===== src/rtl/seq_det_pkg.sv =====
// seq_det_pkg: shared types and helpers for the programmable sequence detector.
`default_nettype none

package seq_det_pkg;

  typedef enum logic [0:0] {
    UNCFG = 1'b0,
    RUN   = 1'b1
  } state_e;

  // Widest mask the helper can build; MAX_LEN must not exceed this.
  localparam int MASK_W = 64;

  function automatic int len_width(input int max_len);
    return $clog2(max_len + 1);
  endfunction

  // Low `len` bits set; the caller zero-extends its data to MASK_W bits.
  function automatic logic [MASK_W-1:0] len_mask(input logic [31:0] len);
    logic [MASK_W-1:0] m;
    if (len >= 32'(MASK_W)) m = '1;
    else                    m = (MASK_W'(1) << len) - MASK_W'(1);
    return m;
  endfunction

endpackage

`default_nettype wire


===== src/rtl/seq_det_cmp.sv =====
// seq_det_cmp: combinational masked compare of {history, current bit} against the pattern.
`default_nettype none

module seq_det_cmp
  import seq_det_pkg::*;
#(
  parameter int MAX_LEN = 16,
  parameter int LEN_W   = len_width(MAX_LEN)
) (
  input  logic [MAX_LEN-2:0] hist,
  input  logic               a,
  input  logic [MAX_LEN-1:0] pattern,
  input  logic [LEN_W-1:0]   len,
  output logic               hit
);

  logic [MAX_LEN-1:0] diff;

  always_comb begin
    diff = {hist, a} ^ pattern;
    hit  = ((MASK_W'(diff)) & len_mask(32'(len))) == '0;
  end

endmodule

`default_nettype wire


===== src/rtl/seq_detector_prog.sv =====
// seq_detector_prog: runtime-programmable serial sequence detector with
// registered match pulse and saturating match counter.
`default_nettype none

module seq_detector_prog
  import seq_det_pkg::*;
#(
  parameter int MAX_LEN = 16,
  parameter int CNT_W   = 8,
  parameter int LEN_W   = len_width(MAX_LEN)
) (
  input  logic               clk,
  input  logic               rstn,
  input  logic               cfg_load,
  input  logic [MAX_LEN-1:0] cfg_pattern,
  input  logic [LEN_W-1:0]   cfg_len,
  input  logic               cfg_overlap,
  output logic               cfg_err,
  input  logic               a_valid,
  input  logic               a,
  input  logic               cnt_clr,
  output logic               b,
  output logic [CNT_W-1:0]   match_cnt,
  output logic               armed
);

  localparam logic [LEN_W-1:0] MAX_LEN_L = LEN_W'(MAX_LEN);

  state_e             state_q,   state_d;
  logic [MAX_LEN-1:0] pattern_q, pattern_d;
  logic [LEN_W-1:0]   len_q,     len_d;
  logic               overlap_q, overlap_d;
  logic [MAX_LEN-2:0] hist_q,    hist_d;
  logic [LEN_W-1:0]   fill_q,    fill_d;
  logic               b_q,       b_d;
  logic [CNT_W-1:0]   cnt_q,     cnt_d;
  logic               cfg_err_q, cfg_err_d;

  logic               len_ok;
  logic               accept;
  logic               shift_en;
  logic               fill_ok;
  logic               hit;
  logic               match;
  logic [MAX_LEN-2:0] hist_shift;

  // Only MAX_LEN-1 bits of history are ever compared; the current bit completes the window.
  generate
    if (MAX_LEN > 2) begin : g_shift_wide
      assign hist_shift = {hist_q[MAX_LEN-3:0], a};
    end else begin : g_shift_min
      assign hist_shift = a;
    end
  endgenerate

  seq_det_cmp #(
    .MAX_LEN (MAX_LEN),
    .LEN_W   (LEN_W)
  ) u_cmp (
    .hist    (hist_q),
    .a       (a),
    .pattern (pattern_q),
    .len     (len_q),
    .hit     (hit)
  );

  always_comb begin
    len_ok   = (cfg_len != '0) && (cfg_len <= MAX_LEN_L);
    accept   = cfg_load && len_ok;
    // Any load attempt owns the cycle, so the serial bit is dropped.
    shift_en = (state_q == RUN) && a_valid && !cfg_load;
    fill_ok  = ({1'b0, fill_q} + (LEN_W+1)'(1)) >= {1'b0, len_q};
    match    = shift_en && hit && fill_ok;

    state_d   = state_q;
    pattern_d = pattern_q;
    len_d     = len_q;
    overlap_d = overlap_q;
    hist_d    = hist_q;
    fill_d    = fill_q;
    b_d       = 1'b0;
    cnt_d     = cnt_q;
    cfg_err_d = cfg_load && !len_ok;

    if (accept) begin
      state_d   = RUN;
      pattern_d = cfg_pattern;
      len_d     = cfg_len;
      overlap_d = cfg_overlap;
      hist_d    = '0;
      fill_d    = '0;
      cnt_d     = '0;
    end else begin
      if (shift_en) begin
        hist_d = hist_shift;
        if (match && !overlap_q)     fill_d = '0;
        else if (fill_q != MAX_LEN_L) fill_d = fill_q + LEN_W'(1);
      end
      b_d = match;
      if (cnt_clr)                 cnt_d = '0;
      else if (match && !(&cnt_q)) cnt_d = cnt_q + CNT_W'(1);
    end
  end

  always_ff @(posedge clk or negedge rstn) begin
    if (!rstn) begin
      state_q   <= UNCFG;
      pattern_q <= '0;
      len_q     <= '0;
      overlap_q <= 1'b0;
      hist_q    <= '0;
      fill_q    <= '0;
      b_q       <= 1'b0;
      cnt_q     <= '0;
      cfg_err_q <= 1'b0;
    end else begin
      state_q   <= state_d;
      pattern_q <= pattern_d;
      len_q     <= len_d;
      overlap_q <= overlap_d;
      hist_q    <= hist_d;
      fill_q    <= fill_d;
      b_q       <= b_d;
      cnt_q     <= cnt_d;
      cfg_err_q <= cfg_err_d;
    end
  end

  assign b         = b_q;
  assign match_cnt = cnt_q;
  assign cfg_err   = cfg_err_q;
  assign armed     = (state_q == RUN);

endmodule

`default_nettype wire


===== config.mk =====
export PLATFORM = sky130hd
export DESIGN_NAME = seq_detector_prog
export DESIGN_NICKNAME = d
export VERILOG_FILES = /design/src/rtl/seq_det_pkg.sv /design/src/rtl/seq_det_cmp.sv /design/src/rtl/seq_detector_prog.sv
export SDC_FILE = /design/constraint.sdc
export NUM_CORES = 1
export LEC_CHECK = 0
export CAP_MARGIN = 20
export CORE_UTILIZATION = 59
export DETAILED_ROUTE_END_ITERATION = 16
export PLACE_DENSITY_LB_ADDON = 0.05
export SETUP_SLACK_MARGIN = 0.4
export SKIP_CTS_REPAIR_TIMING = 1
export SKIP_LAST_GASP = 1
export SYNTH_ARGS = -nofsm -noshare
export SYNTH_HDL_FRONTEND = slang
export SYNTH_HIERARCHICAL = 1
export SYNTH_SLANG_ARGS = --single-unit

===== constraint.sdc =====
create_clock -name clk -period 9.1 [get_ports clk]
set_clock_uncertainty 0.1 [all_clocks]
set_input_delay 0.91 -clock clk [delete_from_list [all_inputs] [get_ports clk]]
set_output_delay 0.91 -clock clk [all_outputs]
set_load 0.05 [all_outputs]

# After elaboration in Yosys (flattened, before gate mapping)
# Index checks and enable logic that the tools add are counted.
[classes]
n_reduce_logical = 20
n_lt_le_gt_ge = 2
shift = 1
eq_ne = 1
addsub = 4
n_bitwise = 2
n_mux = 10
[ops]
columns = ["cell", "n"]
rows = [
  ["16-bit by 64-bit AND with 64-bit output", 1],
  ["64-bit logical NOT", 1],
  ["1-bit by 5-bit left shift with 64-bit output (first input constant)", 1],
  ["64-bit by 2-bit subtractor with 64-bit output (second input constant)", 1],
  ["15-bit two-way mux", 2],
  ["8-bit two-way mux", 3],
  ["5-bit two-way mux", 4],
  ["16-bit bitwise XOR", 1],
  ["1-bit logical AND", 9],
  ["8-bit by 1-bit adder with 8-bit output (second input constant)", 1],
  ["8-bit AND reduction", 1],
  ["5-bit by 1-bit adder with 6-bit output (second input constant)", 1],
  ["6-bit by 5-bit greater-or-equal comparator with 1-bit output", 1],
  ["3-bit nonzero test", 2],
  ["5-bit by 1-bit adder with 5-bit output (second input constant)", 1],
  ["5-bit <= comparator (second input constant)", 1],
  ["5-bit inequality test (second input constant)", 1],
  ["5-bit nonzero test", 1],
  ["1-bit logical NOT", 4],
  ["2-bit AND reduction", 1],
  ["2-bit nonzero test", 1],
  ["1-bit two-way mux", 1],
]
[totals]
output_inout_bits = 11
word_cells = 49
in_bits = 28
regBits = 53

# Longest topological paths before layout
[depth]
word_depth = 10
depth_mapped = 14

# By module
# The synthesis kept the hierarchy.
[by_module_without_submodules]
columns = ["mod", "area_each_um2", "seq_area_each_um2", "cells_per_inst", "n_inst"]
rows = [
  ["seq_detector_prog", 2416.1, 1326.3, 226, 1],
  ["seq_det_cmp", 563.0, 0.0, 84, 1],
]

# Least setup slack after synthesis
# No wires, ideal clock.
[synth_timing]
path_kind = "register to register"
start = "register len_q[1]"
end = "register fill_q[2]"
setup_slack_ns = 5.704
arrival_time_ns = 3.170
path_stages_with_launch = 13
setup_ns = 0.126
path_cell_list = "dfrtp_1 -> clkbuf_1 -> nor2_1 -> nand2_1 -> ha_1 -> nor2b_1 -> a311o_1 -> or4_1 -> nor4_2 -> nor3b_1 -> a21oi_4 -> nor3b_1 -> a221o_1"
[synth_between]
elab_chain_cells = 10
word_cells_on_any_way = 13
cone_classes = "1 x add/sub; 1 x order compare; 1 x shift; 3 x mux; 1 x bitwise; 6 x reduce/logical"
[synth_rtl]
columns = ["element", "line", "text"]
rows = [
  ["start: declaration", "seq_detector_prog.sv:31", "logic [LEN_W-1:0] len_q, len_d;"],
  ["start signal: assignment", "seq_detector_prog.sv:119", "len_q <= len_d;"],
  ["1-bit by 5-bit left shift with 64-bit output (*)", "seq_det_pkg.sv:22", "else m = (MASK_W'(1) << len) - MASK_W'(1);"],
  ["64-bit by 2-bit subtractor with 64-bit output (*)", "seq_det_pkg.sv:22", ""],
  ["16-bit by 64-bit AND with 64-bit output (*)", "seq_det_cmp.sv:21", "hit = ((MASK_W'(diff)) & len_mask(32'(len))) == '0;"],
  ["64-bit logical NOT (*)", "seq_det_cmp.sv:21", ""],
  ["named net hit", "seq_detector_prog.sv:43", "logic hit;"],
  ["1-bit logical AND (*) (2 in series)", "seq_detector_prog.sv:73", "match = shift_en && hit && fill_ok;"],
  ["1-bit logical AND (*)", "seq_detector_prog.sv:96", "if (match && !overlap_q) fill_d = '0;"],
  ["5-bit two-way mux", "seq_detector_prog.sv:96", ""],
  ["5-bit two-way mux", "seq_detector_prog.sv:94", "if (shift_en) begin"],
  ["5-bit two-way mux", "seq_detector_prog.sv:85", "if (accept) begin"],
  ["end signal: assignment", "seq_detector_prog.sv:122", "fill_q <= fill_d;"],
  ["end: declaration", "seq_detector_prog.sv:34", "logic [LEN_W-1:0] fill_q, fill_d;"],
]
# The timed path passes the listed nets; every way through them passes the cells marked *. The select of a mux whose other input is x is not followed.
# A chain may end at the register's enable or synchronous reset.

# Final worst setup path
[layout_timing]
start = "register len_q[3]"
end = "register fill_q[2]"
# The elaborated chain is that of the path after synthesis.

==> flow_metrics.py <==
metrics = {
    "logic_synthesis": {
        "synth_cells": 310,
        "yosys.area.top_type_share": 0.4452,
        "synthArstFlopShare": 1.000,
        "ys.flop_type": "dfrtp_1",
        "synth_edf_count": 0,
        "yosys_warnings": 6,
        "ys_seq_elements": 53,
        "yosysMostFrequentCell": "dfrtp_1",
        "synth_cell_types": 52,
        "synth_area_leaders": "dfrtp_1, xnor2_1, mux2_2, nand2_1, a21oi_1",
        "syn_area_per_cell_um2": 9.610,
        "syn-cell-area_um2": 2979,
        "synth_seq_area_share": 0.4452,
        "synth_common_cells": "dfrtp_1, nand2_1, a21oi_1, xnor2_1, mux2_2",
        "syn_nets": 347,
        "synth_top_cell_by_area": "dfrtp_1",
    },
    "timing": {
        "finalCritPeriodShare": 0.4516,
        "worst_slew_pin_slew_ns": 0.6567,
        "slew_headroom": 0.5622,
        "finalSetupViolCount": 0,
        "hold_viol": 0,
        "whs_ns": 0.4386,
        "slew_viol_final": 0,
        "fin_ws_ns": 4.990,
        "period_needed_ns": 4.110,
        "tns_ns": 0,
        "max_freq_mhz": 243.3,
        "rsz0062_at_grt": "no",
    },
    "critical_path": {
        "path_common_cell": "nor3b_1",
        "cp.depth": 11,
        "criticalPathCategory": "flop to flop",
        "critPathArrivalTime_ns": 4.21,
        "startpoint_type": "flop",
        "r2r_setup_slack_ns": 4.99,
        "critPathBufInv": 0,
        "endpoint_kind": "flop",
        "cp_slowest_cell": "dfrtp_1",
        "crit_chain": "nor3_4 > nand2_1 > ha_1 > nor2b_1 > a311o_1 > or4_1 > nor4_2 > nor3b_1 > a21oi_4 > nor3b_1 > a221o_1",
        "cp_max_fo": 18,
        "required_ns": 9.20,
        "critical-path-top-delay-family": "simple AND/OR/NAND/NOR gates",
        "rr_worst_depth": 11,
        "startpoint": "len_q[3]",
        "critical-path-max-stage-delay_ns": 0.60,
        "worstSetupEndpoint": "fill_q[2]",
        "timing.rr.end": "fill_q[2]",
        "r2r_start": "len_q[3]",
    },
    "floorplanning": {
        "initial_core_util": 0.6225,
        "io_pins": 39,
        "die_w_um": 73.06,
        "core_area_um2": 4786,
        "die_h_um": 73.06,
        "fp-row-count": 25,
        "dieArea_um2": 5338,
    },
    "drt": {
        "first_pass_iters": 4,
        "drc": 0,
        "ant_nets": 0,
        "first_iter_violations": 209,
        "viasPerCell": 5.746,
        "wl_per_cell_um": 15.09,
        "wl_mm": 6.171,
        "num_vias": 2350,
    },
    "global_route": {
        "grt.total_usage": 0.2625,
        "grt_pass1_vias": 2365,
        "grt_max_degree": 54,
        "grt_pass1_wl_mm": 10.72,
        "grt.overflow.total": 0,
        "antenna_found_initial": 0,
    },
    "layout": {
        "syn_to_final_growth_pct": 16.63,
        "stdcell_count": 409,
        "num_antenna_cells": 0,
        "drive_gt1_frac": 0.1140,
        "final_nets": 378,
    },
    "place": {
        "port_buffers": 38,
        "place_hpwl_mm": 4.309,
        "gp_congestion": 0.8607,
        "dp_slack_ns": 5.072,
        "dp.cells": 401,
    },
    "cts": {
        "cts_max_level": 2,
        "cts_buffers": 5,
        "cts_buffer_depth": 2,
        "insertion_delay_ns": 0.31,
        "clkSlewWorstSetupHoldPaths_ns": 0.10,
        "cts.sinks": 53,
        "cts_tree": "done",
        "cts-root-buf": "clkbuf_8",
    },
    "pwr": {
        "cellLeakagePower_nw": 1.397,
        "ir_drop_mv": 0.1043,
        "power.density_nw_per_um2": 174.4,
    },
    "run_status": {
        "status": "completed",
    },
    "hold_path": {
        "min_path_cells": 1,
        "hp-class": "flop to flop",
    },
    "run": {
        "cap_viol_max_count": 0,
    },
}
-- cells by family (layout without fill, tap and decap cells) --
kind of cell,Yosys count,in the layout,synth area share
adders and majority gates,9,9,0.03780
AOI/OAI and AO/OA,64,64,0.1394
DFF,53,53,0.4452
buffers and inverters,28,60,0.04074
and+or+nand+nor,111,111,0.1903
xor gates and xnor gates,28,28,0.08232
muxes,17,17,0.06426
-- per-layer routing --
metal | vias to the layer above | share of wire | GRT usage
met5 | - | 0 | 0
met4 | 0 | 0.014 | 0.09804
met3 | 8 | 0.055 | 0.06077
met2 | 62 | 0.47 | 0.4270
met1 | 1137 | 0.46 | 0.3408
li1 | 1143 | - | -
-- cell type report --
| class | count | area [µm²] |
|---|---|---|
| Inverter | 12 | 45.04 |
| Timing Repair Buffer | 40 | 390.4 |
| Clock inverter | 3 | 28.78 |
| Multi-Input combinational cell | 229 | 1531 |
| Tap cell | 67 | 83.83 |
| Sequential cell | 53 | 1326 |
| Clock buffer | 5 | 68.82 |
| Fill cell | 372 | 1311 |
-- flip-flops by register name, indices dropped and copies added (netlist names) --
name       count
match_cnt      8
fill_q         5
hist_q        15
armed          1
pattern_q     16
b              1
len_q          5
overlap_q      1
cfg_err        1
-- how the worst min path moves through the flow --
stage	from	slack, ns	end
2_1_floorplan	hist_q[12]	0.39	hist_q[13]
3_3_place_gp	hist_q[13]	0.41	hist_q[14]
3_5_place_dp	pattern_q[11]	0.42	pattern_q[11]
4_1_cts	pattern_q[11]	0.44	pattern_q[11]
5_1_grt	pattern_q[2]	0.45	pattern_q[2]
6_report	pattern_q[11]	0.44	pattern_q[11]
-- worst reg2reg max path: cells and delay by family (launching register included) --
kind                       cells  cell delay [ns]
and+or+nand+nor                7             2.16
adders and majority gates      1             0.39
DFF                            1             0.60
AOI/OAI and AO/OA              3             0.74
-- placed cells by master, fill, tap and decap left out, drive strengths merged, types with 3 or more instances in the layout --
master / n
xnor2: 23
nor3b: 4
a21oi: 24
nor2b: 4
mux2: 17
dfrtp: 53
and3: 4
nor3: 5
inv: 15
nor4: 4
nand3: 14
buf: 3
nand2: 45
ha: 9
o21ai: 14
xor2: 5
clkbuf: 5
a22oi: 3
or2: 4
nor2: 16
clkdlybuf4s50: 37
o311ai: 3
-- where the power goes --
group	leakage, nW	switching, mW	internal [mW]
combinational	0.663	0.0914	0.0824
sequential	0.682	0.0320	0.258
clock	0.0511	0.0842	0.0582
-- through the flow --
step	power, mW	instance area (µm²)	util
6_report	0.6061	3475	0.7260
5_1_grt	0.6439	3475	0.7260
4_1_cts	0.6095	3475	0.7260
3_5_place_dp	0.4658	3377	0.7056
3_3_place_gp	0.4604	3377	0.7056
2_1_floorplan	0.4164	2979	-
Note: power is estimated with default switching activity, not from simulation.
